===== src/rtl/stack_pkg.sv =====
// Shared types and sizing helpers for the LIFO stack: the operation encoding
// and the count/address width functions.
package stack_pkg;

    typedef enum logic [2:0] {
        OP_NONE    = 3'd0,
        OP_PUSH    = 3'd1,
        OP_POP     = 3'd2,
        OP_REPLACE = 3'd3,
        OP_CLEAR   = 3'd4
    } stack_op_e;

    // Occupancy needs to represent 0..depth inclusive.
    function automatic int cnt_width(input int depth);
        return $clog2(depth + 1);
    endfunction

    function automatic int addr_width(input int depth);
        return (depth < 2) ? 1 : $clog2(depth);
    endfunction

endpackage


===== src/rtl/lifo_stack_if.sv =====
// Control, data and status bundle of the LIFO stack.
interface lifo_stack_if
    import stack_pkg::*;
#(
    parameter int WIDTH = 8,
    parameter int DEPTH = 16
);
    localparam int CW = cnt_width(DEPTH);

    logic             clear_i;
    logic             push_i;
    logic             pop_i;
    logic [WIDTH-1:0] data_in_i;
    logic [WIDTH-1:0] data_out_o;
    logic [CW-1:0]    count_o;
    logic             full_o;
    logic             empty_o;
    logic             almost_full_o;
    logic             overflow_o;
    logic             underflow_o;

    modport master (
        output clear_i, push_i, pop_i, data_in_i,
        input  data_out_o, count_o, full_o, empty_o, almost_full_o,
               overflow_o, underflow_o
    );

    modport slave (
        input  clear_i, push_i, pop_i, data_in_i,
        output data_out_o, count_o, full_o, empty_o, almost_full_o,
               overflow_o, underflow_o
    );

endinterface


===== src/rtl/stack_mem.sv =====
// Stack storage: register array with one synchronous write port and one
// asynchronous read port; contents are deliberately not reset.
module stack_mem #(
    parameter int WIDTH = 8,
    parameter int DEPTH = 16,
    parameter int AW    = 4
) (
    input  logic             clk_i,
    input  logic             we_i,
    input  logic [AW-1:0]    waddr_i,
    input  logic [WIDTH-1:0] wdata_i,
    input  logic [AW-1:0]    raddr_i,
    output logic [WIDTH-1:0] rdata_o
);

    logic [WIDTH-1:0] mem_q [DEPTH];

    // Write port
    always_ff @(posedge clk_i) begin
        if (we_i) begin
            mem_q[waddr_i] <= wdata_i;
        end
    end

    assign rdata_o = mem_q[raddr_i];

endmodule


===== src/rtl/lifo_stack.sv =====
// LIFO stack top: operation decoder, occupancy register, registered error
// pulses and combinational status flags around the stack_mem storage.
module lifo_stack
    import stack_pkg::*;
#(
    parameter int WIDTH    = 8,
    parameter int DEPTH    = 16,
    parameter int AF_LEVEL = DEPTH - 2
) (
    input  logic        clk_i,
    input  logic        rst_i,
    lifo_stack_if.slave bus
);

    localparam int CW = cnt_width(DEPTH);
    localparam int AW = addr_width(DEPTH);

    stack_op_e        op_s;
    logic [CW-1:0]    count_q, count_d;
    logic             ovf_q, ovf_d;
    logic             unf_q, unf_d;
    logic             empty_s, full_s;
    logic [CW-1:0]    top_full_s;
    logic [AW-1:0]    top_idx_s;
    logic [AW-1:0]    raddr_s;
    logic [AW-1:0]    waddr_s;
    logic             we_s;
    logic [WIDTH-1:0] rdata_s;

    assign empty_s    = (count_q == {CW{1'b0}});
    assign full_s     = (count_q == CW'(DEPTH));
    assign top_full_s = count_q - CW'(1);
    assign top_idx_s  = top_full_s[AW-1:0];
    assign raddr_s    = empty_s ? {AW{1'b0}} : top_idx_s;

    // Operation decode: CLEAR wins, PUSH+POP on an empty stack is a plain push
    always_comb begin
        op_s  = OP_NONE;
        ovf_d = 1'b0;
        unf_d = 1'b0;
        if (bus.clear_i) begin
            op_s = OP_CLEAR;
        end else if (bus.push_i && bus.pop_i) begin
            op_s = empty_s ? OP_PUSH : OP_REPLACE;
        end else if (bus.push_i) begin
            if (full_s) begin
                ovf_d = 1'b1;
            end else begin
                op_s = OP_PUSH;
            end
        end else if (bus.pop_i) begin
            if (empty_s) begin
                unf_d = 1'b1;
            end else begin
                op_s = OP_POP;
            end
        end else begin
            op_s = OP_NONE;
        end
    end

    // Next occupancy and storage write control
    always_comb begin
        count_d = count_q;
        we_s    = 1'b0;
        waddr_s = {AW{1'b0}};
        case (op_s)
            OP_PUSH: begin
                count_d = count_q + CW'(1);
                we_s    = 1'b1;
                waddr_s = count_q[AW-1:0];
            end
            OP_POP: begin
                count_d = count_q - CW'(1);
            end
            OP_REPLACE: begin
                we_s    = 1'b1;
                waddr_s = top_idx_s;
            end
            OP_CLEAR: begin
                count_d = {CW{1'b0}};
            end
            default: begin
                count_d = count_q;
            end
        endcase
    end

    // Occupancy and error-pulse registers
    always_ff @(posedge clk_i or posedge rst_i) begin
        if (rst_i) begin
            count_q <= {CW{1'b0}};
            ovf_q   <= 1'b0;
            unf_q   <= 1'b0;
        end else begin
            count_q <= count_d;
            ovf_q   <= ovf_d;
            unf_q   <= unf_d;
        end
    end

    stack_mem #(
        .WIDTH (WIDTH),
        .DEPTH (DEPTH),
        .AW    (AW)
    ) u_mem (
        .clk_i   (clk_i),
        .we_i    (we_s),
        .waddr_i (waddr_s),
        .wdata_i (bus.data_in_i),
        .raddr_i (raddr_s),
        .rdata_o (rdata_s)
    );

    assign bus.data_out_o    = empty_s ? {WIDTH{1'b0}} : rdata_s;
    assign bus.count_o       = count_q;
    assign bus.full_o        = full_s;
    assign bus.empty_o       = empty_s;
    assign bus.almost_full_o = (count_q >= CW'(AF_LEVEL));
    assign bus.overflow_o    = ovf_q;
    assign bus.underflow_o   = unf_q;

endmodule

===== src/flat_wrapper.sv =====
// flat-port wrapper written by rule: the top's interface ports become plain ports
module lifo_stack_flat import stack_pkg::*;
#(
    parameter int WIDTH    = 8,
    parameter int DEPTH    = 16,
    parameter int AF_LEVEL = DEPTH - 2
)
  (clk_i, rst_i, bus_clear_i, bus_push_i, bus_pop_i, bus_data_in_i, bus_data_out_o, bus_count_o, bus_full_o, bus_empty_o, bus_almost_full_o, bus_overflow_o, bus_underflow_o);
  lifo_stack_if #(.WIDTH(WIDTH), .DEPTH(DEPTH)) bus_i ();
  input  logic clk_i;
  input  logic rst_i;
  input wire logic [$bits(bus_i.clear_i)-1:0] bus_clear_i;
  input wire logic [$bits(bus_i.push_i)-1:0] bus_push_i;
  input wire logic [$bits(bus_i.pop_i)-1:0] bus_pop_i;
  input wire logic [$bits(bus_i.data_in_i)-1:0] bus_data_in_i;
  output wire logic [$bits(bus_i.data_out_o)-1:0] bus_data_out_o;
  output wire logic [$bits(bus_i.count_o)-1:0] bus_count_o;
  output wire logic [$bits(bus_i.full_o)-1:0] bus_full_o;
  output wire logic [$bits(bus_i.empty_o)-1:0] bus_empty_o;
  output wire logic [$bits(bus_i.almost_full_o)-1:0] bus_almost_full_o;
  output wire logic [$bits(bus_i.overflow_o)-1:0] bus_overflow_o;
  output wire logic [$bits(bus_i.underflow_o)-1:0] bus_underflow_o;
  assign bus_i.clear_i = bus_clear_i;
  assign bus_i.push_i = bus_push_i;
  assign bus_i.pop_i = bus_pop_i;
  assign bus_i.data_in_i = bus_data_in_i;
  assign bus_data_out_o = bus_i.data_out_o;
  assign bus_count_o = bus_i.count_o;
  assign bus_full_o = bus_i.full_o;
  assign bus_empty_o = bus_i.empty_o;
  assign bus_almost_full_o = bus_i.almost_full_o;
  assign bus_overflow_o = bus_i.overflow_o;
  assign bus_underflow_o = bus_i.underflow_o;
  lifo_stack #(.WIDTH(WIDTH), .DEPTH(DEPTH), .AF_LEVEL(AF_LEVEL)) u_core (.clk_i(clk_i), .rst_i(rst_i), .bus(bus_i));
endmodule

===== config.mk =====
export PLATFORM = sky130hd
export DESIGN_NAME = lifo_stack_flat
export DESIGN_NICKNAME = d
export VERILOG_FILES = /design/src/rtl/stack_pkg.sv /design/src/rtl/lifo_stack_if.sv /design/src/rtl/stack_mem.sv /design/src/rtl/lifo_stack.sv /design/src/flat_wrapper.sv
export SDC_FILE = /design/constraint.sdc
export NUM_CORES = 1
export LEC_CHECK = 0
export ABC_AREA = 1
export CAP_MARGIN = 20
export CELL_PAD_IN_SITES_DETAIL_PLACEMENT = 1
export CELL_PAD_IN_SITES_GLOBAL_PLACEMENT = 1
export CORE_MARGIN = 3
export CORE_UTILIZATION = 46
export CTS_BUF_LIST = sky130_fd_sc_hd__clkbuf_16
export CTS_CLUSTER_DIAMETER = 100
export CTS_CLUSTER_SIZE = 24
export DETAILED_ROUTE_END_ITERATION = 6
export HOLD_SLACK_MARGIN = 0.06
export PLACE_DENSITY_LB_ADDON = 0.3
export SKIP_CTS_REPAIR_TIMING = 1
export SYNTH_ARGS = -nofsm -noshare
export SYNTH_HDL_FRONTEND = slang
export SYNTH_SLANG_ARGS = --single-unit

===== constraint.sdc =====
create_clock -name clk_i -period 3 [get_ports clk_i]
set_input_delay 0.45 -clock clk_i [delete_from_list [all_inputs] [get_ports clk_i]]
set_output_delay 0.45 -clock clk_i [all_outputs]
set_load 0.01 [all_outputs]

== After elaboration in Yosys (flattened, before gate mapping) ==
Memories as Yosys holds them, arrays and structs flattened.
Cells that the tools add are included.

* Register bits after elaboration: 7
* Bits of input ports: 13
* Output and inout port bits: 18
* Memories: 1
* Logic and storage cells: 39
* Bits in writable memories: 128

* Reductions and logical operators: 4
* $add $sub $neg: 2
* Mux-type cells: 23
* Equal/unequal tests: 5
* $lt $le $gt $ge: 1

{| class="wikitable"
|+ Memories
! memory !! words !! bits a word !! read ports !! clocked after Yosys merged registers in !! write ports !! line !! RTL
|-
| u_core.u_mem.mem_q || 16 || 8 || 1 || 0 || 1 || stack_mem.sv:16 || <nowiki>logic [WIDTH-1:0] mem_q [DEPTH];</nowiki>
|}

{| class="wikitable"
|+ Operators by type and width
! kind !! number
|-
| 5-bit case mux with 3 select lines || 1
|-
| 1-bit 2-to-1 mux || 13
|-
| 3-bit 2-to-1 mux || 3
|-
| 8-bit 2-to-1 mux || 1
|-
| 4-bit case mux with 2 select lines || 1
|-
| 3-bit by 2-bit == test with 1-bit output (second input constant) || 2
|-
| 2-bit 2-to-1 mux || 3
|-
| 5-bit by 1-bit adder with 5-bit output (second input constant) || 1
|-
| 5-bit == test (second input constant) || 1
|-
| 5-bit by 4-bit >= comparator with 1-bit output (second input constant) || 1
|-
| 5-bit logical NOT || 1
|-
| 5-bit by 1-bit subtractor with 5-bit output (second input constant) || 1
|-
| 4-bit 2-to-1 mux || 1
|-
| 3-bit by 1-bit == test with 1-bit output (second input constant) || 1
|-
| 3-bit == test (second input constant) || 1
|-
| 3-bit nonzero test || 1
|-
| 2-bit OR reduction || 1
|-
| 1-bit logical AND || 1
|}

== Logic depth before layout (Yosys ltp) ==
* Word-level depth: 11
* Mapped depth: 14
* Mapped depth without buffers: 12

== By module ==
From an unflattened synthesis, not the netlist that was laid out.

* Cells, all modules: 660
* Area, all modules: 6384.9 µm²

{| class="wikitable"
|+ By module, submodules not included
! module !! area each (µm²) !! sequential area each (µm²) !! cells an instance !! instances
|-
| stack_mem || 5606.6 || 3843.7 || 543 || 1
|-
| lifo_stack || 778.2 || 175.2 || 117 || 1
|}

== Worst setup path after synthesis ==
OpenSTA, ideal clock, no wires.

* Path kind: register -> register
* Start: reg u_core.count_q[0], in the netlist u_core.bus.count_o[0]
* End: mem u_core.u_mem.mem_q[10][0] (enable)
* Path buffers: 1
* Clock period less this slack: 2772 ps
* Data arrival time: 2402 ps
* Data required time: 2630 ps
* Setup slack: 228 ps
* Cell stages (with the launch flop): 12
* Library setup time: 370 ps
* Cells stage by stage: dfrtp_1 > inv_2 > clkbuf_1 > ha_1 > nand2_1 > nor2_2 > nand2_1 > nand2_2 > nor2_8 > a21boi_2 > nand2_1 > nor2_1

* Elaborated cells between the ends (all ways): 17
* Those cells by class: add/sub (1); eq/ne (3); mux (11); reduce/logical (2)

{| class="wikitable"
|+ RTL lines
! item !! line !! RTL
|-
| from (decl) || lifo_stack.sv:19 || <nowiki>logic [CW-1:0] count_q, count_d;</nowiki>
|-
| from (signal assigned) || lifo_stack.sv:92 || <nowiki>count_q <= {CW{1'b0}};</nowiki>
|-
| from (signal assigned) || lifo_stack.sv:96 || <nowiki>count_q <= count_d;</nowiki>
|-
| 5-bit == test * || lifo_stack.sv:31 || <nowiki>assign full_s = (count_q == CW'(DEPTH));</nowiki>
|-
| named net bus_full_o || flat_wrapper.sv:18 || <nowiki>output wire logic [$bits(bus_i.full_o)-1:0] bus_full_o;</nowiki>
|-
| 1-bit 2-to-1 mux * || lifo_stack.sv:46 || <nowiki>if (full_s) begin</nowiki>
|-
| 3-bit 2-to-1 mux * || lifo_stack.sv:45 || <nowiki>end else if (bus.push_i) begin</nowiki>
|-
| 3-bit 2-to-1 mux * || lifo_stack.sv:43 || <nowiki>end else if (bus.push_i && bus.pop_i) begin</nowiki>
|-
| 3-bit 2-to-1 mux * || lifo_stack.sv:41 || <nowiki>if (bus.clear_i) begin</nowiki>
|-
| 3-bit by 1-bit == test with 1-bit output or 3-bit by 2-bit == test with 1-bit output (tied branches) || lifo_stack.sv:67 || <nowiki>case (op_s)</nowiki>
|-
| 2-bit OR reduction (no source line) || - ||
|-
| 1-bit 2-to-1 mux || lifo_stack.sv:67 ||
|-
| 1-bit 2-to-1 mux || stack_mem.sv:20 || <nowiki>if (we_i) begin</nowiki>
|-
| 1-bit 2-to-1 mux (implied by the code) || stack_mem.sv:21 || <nowiki>mem_q[waddr_i] <= wdata_i;</nowiki>
|-
| to (decl) || stack_mem.sv:16 ||
|}

Mark *: on every way through the listed nets, which the timed path passes. The rest lies on a longest branch.

== Worst setup path in the final report ==
* Start: reg u_core.count_q[0], in the netlist u_core.bus.count_o[0]
* End: out bus_data_out_o[6]

* Longest elaborated chain between the ends: 4
* Elaborated cells between the ends (all ways): 5
* Those cells by class: add/sub (1); mux (2); reduce/logical (1); memory (1)

{| class="wikitable"
|+ Ends and longest elaborated chain
! item !! line !! RTL
|-
| 5-bit by 1-bit subtractor with 5-bit output or 5-bit logical NOT (tied branches) || lifo_stack.sv:32, lifo_stack.sv:30 ||
|-
| 4-bit 2-to-1 mux || lifo_stack.sv:34 || <nowiki>assign raddr_s = empty_s ? {AW{1'b0}} : top_idx_s;</nowiki>
|-
| memory read 16 x 8 bit || - ||
|-
| 8-bit 2-to-1 mux * || lifo_stack.sv:115 || <nowiki>assign bus.data_out_o = empty_s ? {WIDTH{1'b0}} : rdata_s;</nowiki>
|-
| to (decl) || flat_wrapper.sv:16 || <nowiki>output wire logic [$bits(bus_i.data_out_o)-1:0] bus_data_out_o;</nowiki>
|}

Mark *: on every way between the ends. The rest lies on a longest branch, timed or not.

==> flow_summary.toml <==
[sta]
min_period_ps = 2870
drv_slew = 0
fmax_mhz = 348
fin_skew_ps = 6.19
post-route-period-util_pct = 95.8
setup_viol = 0
rsz0062_at_grt = "false"
whs_ps = 278
max-slew-margin-rel_pct = 54.7
finalHoldViolCount = 0
worst_slew_pin_slew_ps = 678
worst_slack_ps = 127

[synth]
ys_types = 31
synth_area_um2 = 5940
netlist.area_leader.share_pct = 64.7
syn-num-nets = 572
yosysTopAreaCell = "edfxtp_1"
synth.avg_cell_area_um2 = 10.7
ys_ff_latch = 135
synth_commonest_cells = "nand2_1 (217), edfxtp_1 (128), nand3_1 (78)"
ys_seq_area_share_pct = 67.6
synth_edf_count = 128
yosysMostFrequentCell = "nand2_1"
async_reset_ff_share_pct = 5.19
syn_inst = 555
synthFlopType = "edfxtp_1"
synth_warnings = 0
synth.area.top_cells = "edfxtp_1 (65%), nand2_1 (14%), nand3_1 (6.6%)"

[setup_path]
crit_fanout = 11
start_kind = "flip-flop"
critPathRequiredTime_ps = 2550
worstSetupPathType = "reg2out"
cp.arrival_ps = 2420
crit_path_end_kind = "primary output"

[global_routing]
grt_pass1_vias = 4578
grt_antenna_before_repair = 0
track_usage_pct = 24.0
grt-ovfl-total = 0
grt_start_max_net_pins = 31
grt_pass1_wl_um = 25400

[final_layout]
layout-drive-gt1-share_pct = 15.8
fillers = 1303
postLayoutCoreUtil_pct = 59.9
final_cell_area_um2 = 7370
diodes = 0
area_delta_synth_final_pct = 24.0
final_nets = 645

[die]
chipWidth_um = 120
ios = 31
start_util_pct = 48.3
std_cell_rows = 40
die_y_um = 120
core_um2 = 12300
die_area_um2 = 14300

[place]
dpl-instance-area_um2 = 6640
port-buffer-count = 30
dp_hpwl_um = 11200
globalplace.congestion = 0.887
preCtsSetupSlack_ps = 59.5

[route]
drt_iter0_drc = 322
drc_errors = 0
ant_nets = 0
wire_per_inst_um = 20.9
dr.pass1.iters = 6
num_vias = 4356
wirelength_um = 16900
viasPerCell = 5.39

[power_and_ir_drop]
p_total_uw = 9510
pwr-share-seq_pct = 23.9
powerDensity_nw_per_um2 = 1290
p_leak_uw = 0.00301
vdd_drop_max_v = 0.000711
swShare_pct = 42.7
power_frac_clock_pct = 21.1
intPower_uw = 5440
netSwitchingPower_uw = 4060
comb_power_share_pct = 54.9

[status]
outcome = "finished clean"

[cts]
clock_sinks = 135
cts_made_buffers = 17
clockBufferDepth = 2
clkTransAtPathRegs_ps = 60
insertion_delay_ps = 420
clock-root-buffer = "clkbuf_16"
cts_tree = "done"
htreeDepth = 4

[flow_run]
cap_violations = 0

[worst_hold_path]
hp-class = "in2async"
[cell families (layout without fill, tap and decap cells)]
group / count (synthesis) / after routing / share of synthesized area, %
AOI/OAI and AO/OA: 21 / 21 / 2.29
xor gates and xnor gates: 5 / 5 / 0.737
adders and majority gates: 4 / 4 / 0.842
buffers and inverters: 51 / 135 / 4.11
DFF: 135 / 135 / 67.6
and+or+nand+nor: 339 / 340 / 24.4
[power groups by stage]
stage          Combinational (uW)  Clock (uW)  Sequential, uW
2_1_floorplan                2770           0            2320
3_3_place_gp                 4660           0            2300
3_5_place_dp                 4840           0            2310
4_1_cts                      4890        2030            2270
5_1_grt                      5690        2100            2290
6_report                     5220        2010            2280
[layout make-up]
class                           instances  area, um^2  share of cell area, %
Sequential cell                       135        4020                   54.5
Clock buffer                           17         425                   5.77
Timing Repair Buffer                   74         732                   9.93
Inverter                               30         118                   1.60
Multi-Input combinational cell        370        1730                   23.4
Clock inverter                         14         141                   1.92
Tap cell                              168         210                   2.85
[cells in the final DEF (no fill, tap or decap), drive strengths merged, types with 5 or more instances in the layout]
cell	n
nand2	225
edfxtp	128
nand3	79
buf	42
nor2	33
inv	31
clkdlybuf4s50	22
clkbuf	21
clkinv	9
dfrtp	7
dlymetal6s2s	6
o211ai	5
a21oi	5
o21ai	5
[routing by layer]
layer  vias up  wire length, um  GRT usage [%]  share of wire [%]
met3        28              794           4.85                4.7
met5         -                0              0                  0
met2       124             8760           41.4                 52
met1      2180             6950           29.6                 41
li1       2024                -              -                  -
met4         0              379           9.66                2.2
[path summary, 6_finish.rpt]
kind | depth (start not counted) | slack (ps) | end | start
worst min register to register | 3 | 740 | u_core.bus.count_o[1] | u_core.bus.count_o[1]
worst max register to register | 10 | 440 | u_core.u_mem.mem_q[0][2] | u_core.bus.count_o[0]
max in group asynchronous | 2 | 2480 | u_core.bus.count_o[0] | rst_i
min in group clk_i | 2 | 610 | u_core.bus.underflow_o | bus_push_i
worst max-delay path | 11 | 130 | bus_data_out_o[6] | u_core.bus.count_o[0]
worst min-delay path | 2 | 280 | u_core.bus.count_o[3] | rst_i
[through the flow]
step	std cells	setup TNS, ps
floorplan	555	0
finish	808	0
global placement	768	0
detailed placement	768	0
CTS	799	-2870
global route	808	0
[critical path: stages, from the launching register on]
cell	delay [ps]
dfrtp_1	410
inv_4	120
ha_2	220
nand3_4	140
nand2_8	170
buf_4	140
clkbuf_16	150
nand2_1	70
nand3_1	100
nand3_1	120
a21oi_2	200
clkbuf_2	160
[flip-flops by register name (all words and copies together) (netlist names)]
register and count:
u_core.bus.underflow_o 1, u_core.bus.count_o 5, u_core.u_mem.mem_q 128, u_core.bus.overflow_o 1
No activity file was read; power rests on OpenSTA's default activity.
